## src/rtl/enemy_controller.sv

```systemverilog
`default_nettype none
// ============================================================================
// Module   : enemy_controller
// Purpose  : Five enemy slots with hp, hit stun, death/respawn and player chase.
// Revision : 1.0 - initial release
// ============================================================================
module enemy_controller #(
   parameter int ENEMY_HP      = 2,
   parameter int HIT_INVULN    = 30,
   parameter int RESPAWN_DELAY = 120,
   parameter int MOVE_DIV      = 2,
   parameter int STEP          = 1,
   parameter int X_MAX         = 608,
   parameter int Y_MAX         = 448,
   parameter int PARK_XY       = 1000
) (
   input  logic       Frame_clk,
   input  logic       Reset,
   input  logic       Damage_E1,
   input  logic       Damage_E2,
   input  logic       Damage_E3,
   input  logic       Damage_E4,
   input  logic       Damage_E5,
   input  logic       game_over,
   input  logic [9:0] Player_X,
   input  logic [9:0] Player_Y,
   output logic [9:0] Enemy1_X,
   output logic [9:0] Enemy1_Y,
   output logic [9:0] Enemy2_X,
   output logic [9:0] Enemy2_Y,
   output logic [9:0] Enemy3_X,
   output logic [9:0] Enemy3_Y,
   output logic [9:0] Enemy4_X,
   output logic [9:0] Enemy4_Y,
   output logic [9:0] Enemy5_X,
   output logic [9:0] Enemy5_Y,
   output logic [4:0] Enemy_Alive,
   output logic [4:0] Enemy_Stunned,
   output logic       Kill_Pulse
);

   typedef enum logic [1:0] {
      ST_ALIVE   = 2'd0,
      ST_STUNNED = 2'd1,
      ST_DEAD    = 2'd2
   } state_t;

   localparam logic [1:0]  c_hp_init   = 2'(ENEMY_HP);
   localparam logic [6:0]  c_stun_init = 7'(HIT_INVULN - 1);
   localparam logic [6:0]  c_dead_init = 7'(RESPAWN_DELAY - 1);
   localparam logic [9:0]  c_park      = 10'(PARK_XY);
   localparam logic [10:0] c_step      = 11'(STEP);
   localparam logic [10:0] c_x_max     = 11'(X_MAX);
   localparam logic [10:0] c_y_max     = 11'(Y_MAX);
   localparam logic [3:0]  c_div_last  = 4'(MOVE_DIV - 1);

   logic        w_init;
   logic        w_tick;
   logic [3:0]  r_div;
   logic [4:0]  w_damage;
   logic [4:0]  w_alive_nxt;
   logic [4:0]  w_stun_nxt;
   logic [4:0]  w_kill;
   logic [49:0] w_pos_x;
   logic [49:0] w_pos_y;

   assign w_init   = Reset | game_over;
   assign w_tick   = (r_div == c_div_last);
   assign w_damage = {Damage_E5, Damage_E4, Damage_E3, Damage_E2, Damage_E1};

   // One chase step on one axis; 11-bit math so neither direction can wrap.
   function automatic logic [9:0] chase(input logic [9:0] pos, input logic [9:0] target,
                                         input logic [10:0] lim);
      logic [10:0] p;
      logic [10:0] t;
      logic [10:0] r;
      p = {1'b0, pos};
      t = {1'b0, target};
      r = p;
      if (p < t) begin
         r = ((t - p) <= c_step) ? t : (p + c_step);
         if (r > lim) r = lim;
      end else if (p > t) begin
         r = ((p - t) <= c_step) ? t : (p - c_step);
      end
      return 10'(r);
   endfunction

   for (genvar i = 0; i < 5; i++) begin : g_slot
      localparam logic [9:0] c_spawn_x = (i == 1 || i == 3) ? 10'd576 :
                                         (i == 4)           ? 10'd320 : 10'd64;
      localparam logic [9:0] c_spawn_y = (i == 2 || i == 3) ? 10'd416 : 10'd64;

      state_t     r_state;
      state_t     w_state_nxt;
      logic [1:0] r_hp;
      logic [1:0] w_hp_nxt;
      logic [6:0] r_timer;
      logic [6:0] w_timer_nxt;
      logic [9:0] r_x;
      logic [9:0] r_y;
      logic [9:0] w_x_nxt;
      logic [9:0] w_y_nxt;
      logic       w_kill_slot;

      always_comb begin
         w_state_nxt = r_state;
         w_hp_nxt    = r_hp;
         w_timer_nxt = r_timer;
         w_x_nxt     = r_x;
         w_y_nxt     = r_y;
         w_kill_slot = 1'b0;
         case (r_state)
            ST_ALIVE: begin
               if (w_damage[i]) begin
                  if (r_hp > 2'd1) begin
                     w_hp_nxt    = r_hp - 2'd1;
                     w_state_nxt = ST_STUNNED;
                     w_timer_nxt = c_stun_init;
                  end else begin
                     w_hp_nxt    = 2'd0;
                     w_state_nxt = ST_DEAD;
                     w_timer_nxt = c_dead_init;
                     w_x_nxt     = c_park;
                     w_y_nxt     = c_park;
                     w_kill_slot = 1'b1;
                  end
               end else if (w_tick) begin
                  w_x_nxt = chase(r_x, Player_X, c_x_max);
                  w_y_nxt = chase(r_y, Player_Y, c_y_max);
               end
            end
            ST_STUNNED: begin
               if (r_timer == 7'd0) w_state_nxt = ST_ALIVE;
               else                 w_timer_nxt = r_timer - 7'd1;
            end
            ST_DEAD: begin
               if (r_timer == 7'd0) begin
                  w_state_nxt = ST_ALIVE;
                  w_hp_nxt    = c_hp_init;
                  w_x_nxt     = c_spawn_x;
                  w_y_nxt     = c_spawn_y;
               end else begin
                  w_timer_nxt = r_timer - 7'd1;
               end
            end
            default: w_state_nxt = ST_ALIVE;
         endcase
      end

      always_ff @(posedge Frame_clk) begin
         if (w_init) begin
            r_state <= ST_ALIVE;
            r_hp    <= c_hp_init;
            r_timer <= 7'd0;
            r_x     <= c_spawn_x;
            r_y     <= c_spawn_y;
         end else begin
            r_state <= w_state_nxt;
            r_hp    <= w_hp_nxt;
            r_timer <= w_timer_nxt;
            r_x     <= w_x_nxt;
            r_y     <= w_y_nxt;
         end
      end

      assign w_pos_x[i*10 +: 10] = r_x;
      assign w_pos_y[i*10 +: 10] = r_y;
      assign w_alive_nxt[i]      = (w_state_nxt != ST_DEAD);
      assign w_stun_nxt[i]       = (w_state_nxt == ST_STUNNED);
      assign w_kill[i]           = w_kill_slot;
   end

   always_ff @(posedge Frame_clk) begin
      if (w_init) begin
         r_div         <= 4'd0;
         Enemy_Alive   <= 5'b11111;
         Enemy_Stunned <= 5'b00000;
         Kill_Pulse    <= 1'b0;
      end else begin
         r_div         <= w_tick ? 4'd0 : (r_div + 4'd1);
         Enemy_Alive   <= w_alive_nxt;
         Enemy_Stunned <= w_stun_nxt;
         Kill_Pulse    <= |w_kill;
      end
   end

   assign Enemy1_X = w_pos_x[9:0];
   assign Enemy1_Y = w_pos_y[9:0];
   assign Enemy2_X = w_pos_x[19:10];
   assign Enemy2_Y = w_pos_y[19:10];
   assign Enemy3_X = w_pos_x[29:20];
   assign Enemy3_Y = w_pos_y[29:20];
   assign Enemy4_X = w_pos_x[39:30];
   assign Enemy4_Y = w_pos_y[39:30];
   assign Enemy5_X = w_pos_x[49:40];
   assign Enemy5_Y = w_pos_y[49:40];

endmodule
`default_nettype wire

```

## config.mk

```make
export PLATFORM = sky130hd
export DESIGN_NAME = enemy_controller
export DESIGN_NICKNAME = d
export VERILOG_FILES = /design/src/rtl/enemy_controller.sv
export SDC_FILE = /design/constraint.sdc
export NUM_CORES = 1
export LEC_CHECK = 0
export ABC_AREA = 0
export BUFFER_PORTS_ARGS = -buffer_cell sky130_fd_sc_hd__buf_2
export CAP_MARGIN = 5
export CORE_UTILIZATION = 32
export CTS_BUF_LIST = sky130_fd_sc_hd__clkbuf_16
export DETAILED_ROUTE_END_ITERATION = 6
export GPL_ROUTABILITY_DRIVEN = 1
export SYNTH_ARGS = -nofsm -noshare
export SYNTH_HDL_FRONTEND = slang
export SYNTH_SLANG_ARGS = --single-unit
export TNS_END_PERCENT = 1
```

## constraint.sdc

```tcl
create_clock -name Frame_clk -period 10.2 [get_ports Frame_clk]
set_input_delay 0.51 -clock Frame_clk [delete_from_list [all_inputs] [get_ports Frame_clk]]
set_output_delay 0.51 -clock Frame_clk [all_outputs]
set_load 0.03 [all_outputs]
```

After elaboration in Yosys (flattened, before gate mapping)
Index checks and enable logic that the tools add are counted.

word-level totals
  register bits = 170
  output and inout bits = 111
  word-level logic and storage cells = 408

operators by class
  add/subtract/negate cells = 51
  $lt $le $gt $ge = 55
  equal/unequal tests = 56
  muxes and demuxes = 169
  bitwise operators = 1
  reductions and logical operators = 47

operators with widths
  kind                                                                     number
  10-bit 2-to-1 mux                                                        74
  11-bit by 1-bit <= comparator with 1-bit output (second input constant)  20
  10-bit by 10-bit subtractor with 11-bit output                           20
  10-bit one-hot mux with 2 select lines                                   10
  10-bit by 1-bit adder with 11-bit output (second input constant)         10
  11-bit 2-to-1 mux                                                        10
  7-bit 2-to-1 mux                                                         15
  10-bit > comparator                                                      10
  10-bit < comparator                                                      10
  10-bit by 1-bit subtractor with 10-bit output (second input constant)    10
  7-bit one-hot mux with 2 select lines                                    5
  2-bit 2-to-1 mux                                                         30
  11-bit by 10-bit > comparator with 1-bit output (second input constant)  5
  11-bit by 9-bit > comparator with 1-bit output (second input constant)   5
  5-bit AND reduction                                                      10
  2-bit != test (second input constant)                                    20
  4-bit != test (second input constant)                                    10
  2-bit one-hot mux with 2 select lines                                    10
  7-bit logical NOT                                                        5
  7-bit by 1-bit subtractor with 7-bit output (second input constant)      5
  3-bit != test (second input constant)                                    10
  3-bit AND reduction                                                      10
  2-bit by 1-bit equality test with 1-bit output (second input constant)   10
  2-bit nonzero test                                                       10
  10 further kinds                                                         45

Longest topological paths before layout
  word-level depth = 9
  depth in mapped cells = 16

Least setup slack after synthesis
No wires, ideal clock.

  kind = input to register
  start = input port Player_X[1]
  end = register g_slot[2].r_x[8], in the netlist Enemy3_X[8]
  library setup time = 0.117 ns
  data arrival time = 3.590 ns
  data required time = 10.083 ns
  slack = 6.493 ns
  stages on the path = 12
  path buffers = 1
  cells stage by stage = inv_1 ha_1 nor2b_1 o2111ai_1 and4b_1 mux2_2 o311ai_0 nand4_1 clkbuf_1 mux2i_1 a22oi_1 a22o_1

between the ends
  cells in the longest elaborated chain, start to end = 9
  elaborated cells on any way between the ends = 17
  classes of those cells = 2 x add/sub; 5 x order compare; 1 x eq/ne; 8 x mux; 1 x reduce/logical

ends and longest elaborated chain
  what                                             RTL line  RTL
  start, declared                                  25        input logic [9:0] Player_X,
  10-bit by 10-bit subtractor with 11-bit output   81        r = ((t - p) <= c_step) ? t : (p + c_step);
  11-bit by 1-bit <= comparator with 1-bit output  81
  11-bit 2-to-1 mux                                81
  11-bit by 10-bit > comparator with 1-bit output  82        if (r > lim) r = lim;
  10-bit 2-to-1 mux                                82
  10-bit 2-to-1 mux                                80        if (p < t) begin
  10-bit 2-to-1 mux                                128       end else if (w_tick) begin
  10-bit 2-to-1 mux                                115       if (w_damage[i]) begin
  10-bit one-hot mux with 2 select lines           113       case (r_state)
  end signal, assigned                             156       r_x <= c_spawn_x;
  end signal, assigned                             162       r_x <= w_x_nxt;
  end, declared                                    100       logic [9:0] r_x;

Several ways; a longest one is shown, not always the timed one. The select of a mux whose other input is x is not followed.
A chain may end at the register's enable or synchronous reset.

Worst setup path in the final report
  start = input port Player_X[1]
  end = register g_slot[2].r_x[0], in the netlist Enemy3_X[0]

Same word-level chain as after synthesis.

==> run_results.csv <==
group,metric,value,unit
yosys,synth_edf_count,0,
routing,wl_per_cell,20.64,um
cells_and_area,areaGrowthSynthToFinish,7.376,%
placement,gp_congestion,0.9538,
yosys,synth_top_area_cell,"dfxtp_1",
cts,cts_made_buffers,17,
routing,wl,92650,um
sta,fin_setup_tns,0,ns
worst_setup_path,required,10.58,ns
grt,grt_pass1_wl,142700,um
cts,clkSlewWorstSetupHoldPaths,0.07,ns
die,rows,101,
grt,gr-usage-all-layers,22.80,%
grt,grt_pass1_vias,24144,
cells_and_area,multi_input_area,19760,sq um
die,initial_core_util,32.53,%
die,fp.dieW,280.8,um
pwr,leakage,0.01070,uW
sta,fin_crit_sh,43.13,%
grt,globalRoute.totalOverflow,0,
grt,grt_max_degree,49,
routing,vias_per_cell,5.939,
sta,finalHoldViolations,0,
routing,drc,0,
sta,period_needed,4.400,ns
pwr,power_density,87.83,nW/um^2
grt,antenna_found_initial,0,
yosys,synthArstFlopShare,0,%
yosys,synthTopCellsByArea,"dfxtp_1 14%, ha_1 12%, xnor2_1 5.6%",
sta,clock.fmax,0.2273,GHz
routing,antenna_left,0,
worst_hold_path,hp-class,"reg -> reg",
cts,cts.root.buffer_cell,"clkbuf_16",
worst_setup_path,crit_arrival,4.78,ns
worst_setup_path,path_max_fanout,19,
yosys,synth_fp_nets,3781,
cts,clk_latency,0.50,ns
yosys,synthCells,3486,
cells_and_area,n_fill_cell,8166,
cells_and_area,num-nets-final,3743,
yosys,syn_area_per_cell,7.134,sq um
cells_and_area,layout-drive-gt1-share,7.428,%
routing,drt-initial-drc-count,2538,
yosys,synth_cell_type_count,98,
yosys,netlist_area,24870,sq um
routing,firstDrtPassIters,7,
sta,max_slew_margin,28.66,%
sta,holdWs,0.4735,ns
worst_setup_path,crit_path_end_kind,"register",
yosys,synth.most_common_cell,"nor2_1",
die,fp.dieH,280.8,um
cts,htree_levels,4,
die,core,76450,sq um
sta,fin_worst_skew,0.01414,ns
cts,clockBufferDepth,2,
cts,ctsHoldBuffers,0,
cts,post_cts_buffers,0,
sta,rsz0062_at_grt,"false",
cells_and_area,regArea,3403,sq um
placement,io_buffers,138,
run,drv_cap,0,
die,dieArea,78840,sq um
cts,numClockSinks,170,
yosys,synth_top_area_share,13.68,%
yosys,ys.flop_type,"dfxtp_1",
cells_and_area,diodes,0,
sta,worst_slew_pin_slew,1.069,ns
yosys,ys_ff_latch,170,
yosys,yosysWarnings,0,
worst_setup_path,startpoint_type,"primary input",
placement,hpwl,68370,um
sta,setup_violations,0,
pwr,ir_drop,0.0001362,V
yosys,synth_common_cells,"272 x nor2_1, 269 x nand2_1, 262 x a21oi_1",
die,ios,139,
outcome,outcome,"completed",
routing,num_vias,26667,
worst_setup_path,setup.worst_path.class,"in -> reg",
cts,tritoncts,"done",
sta,finalMaxSlewViolations,0,
yosys,yosysSeqAreaShare,13.68,%
cts,cts_resized,0,
stage by stage:
stage | utilization [%] | area [sq um] | cells | power (uW) | worst slack (ns)
CTS | 34.93 | 26700 | 4490 | 2343 | 5.838
global placement | 34.18 | 26130 | 4459 | 1649 | 5.377
finish | 34.93 | 26700 | 4490 | 2346 | 5.800
global route | 34.93 | 26700 | 4490 | 2474 | 5.527
detailed placement | 34.18 | 26130 | 4459 | 1649 | 5.308
floorplan | - | 24870 | 3486 | 1404 | 6.493
critical path, stage by stage:
cell and delay, ns:
buf_2 0.19, inv_1 0.81, ha_1 0.40, nor2b_1 0.16, o2111ai_1 0.23, and4b_1 0.28, mux2_2 0.34, o311ai_0 0.35
nand4_1 0.66, mux2_2 0.43, o221ai_1 0.11, a32o_1 0.30
sequential cells by signal, indices dropped and copies added (netlist names), 10 cells and up:
signal and cells:
Enemy4_Y 10, Enemy5_X 10, Enemy1_X 10, g_slot.r_hp 10, Enemy2_Y 10, g_slot.r_state 10, Enemy3_Y 10, Enemy2_X 10
g_slot.r_timer 35, Enemy3_X 10, Enemy1_Y 10, Enemy5_Y 10, Enemy4_X 10
power breakdown:
group / total [uW] / switching, uW / internal [uW] / leakage (uW)
clock: 686 / 326 / 360 / 0.000273
combinational: 919 / 594 / 325 / 0.00904
sequential: 741 / 51.6 / 689 / 0.00138
total: 2350 / 972 / 1370 / 0.0107
layer usage:
| metal | global-route usage (%) | up-vias | wire length (um) |
|---|---|---|---|
| li1 | - | 12715 | - |
| met1 | 30.61 | 12512 | 40350 |
| met2 | 36.02 | 1262 | 40970 |
| met3 | 4.281 | 178 | 8239 |
| met4 | 8.337 | 0 | 3095 |
| met5 | 0 | - | 0 |
final cells by class:
class                           count  share of cell area, %
Clock inverter                     14                 0.5482
Clock buffer                       17                  1.593
Tap cell                         1030                  4.826
Inverter                          220                  3.092
Multi-Input combinational cell   2879                  73.99
Sequential cell                   170                  12.74
Timing Repair Buffer              160                  3.205
worst paths after layout:
kind / startpoint / to / slack (ns) / cells after the start
worst min-delay path: g_slot[2].r_timer[5] / g_slot[2].r_timer[5] / 0.47 / 2
worst min register to register: g_slot[2].r_timer[5] / g_slot[2].r_timer[5] / 0.47 / 2
worst max register to register: Enemy1_X[3] / Enemy1_X[1] / 6.10 / 9
worst max-delay path: Player_X[1] / Enemy3_X[0] / 5.80 / 12
logic make-up after synthesis:
kind of cell    synth area share [%]
compound gates                 28.99
xor+xnor                       7.290
fa+ha+maj                      14.04
buf+inv                        7.003
flops                          13.68
mux                            3.783
simple gates                   25.21
cell usage in the layout (no fill, tap or decap), types with 48 or more instances in the layout:
cell,instances
nand2b_1,49
dfxtp_1,170
a21oi_1,262
inv_1,212
buf_2,138
ha_1,247
o21ai_0,207
mux2i_1,79
xor2_1,49
nor2b_1,53
a211oi_1,51
nand4_1,52
nand3_1,137
nor2_1,271
o211ai_1,48
xnor2_1,158
a21o_1,56
nand2_1,269
nor3_1,153
Power figures use the tool's default switching activity.
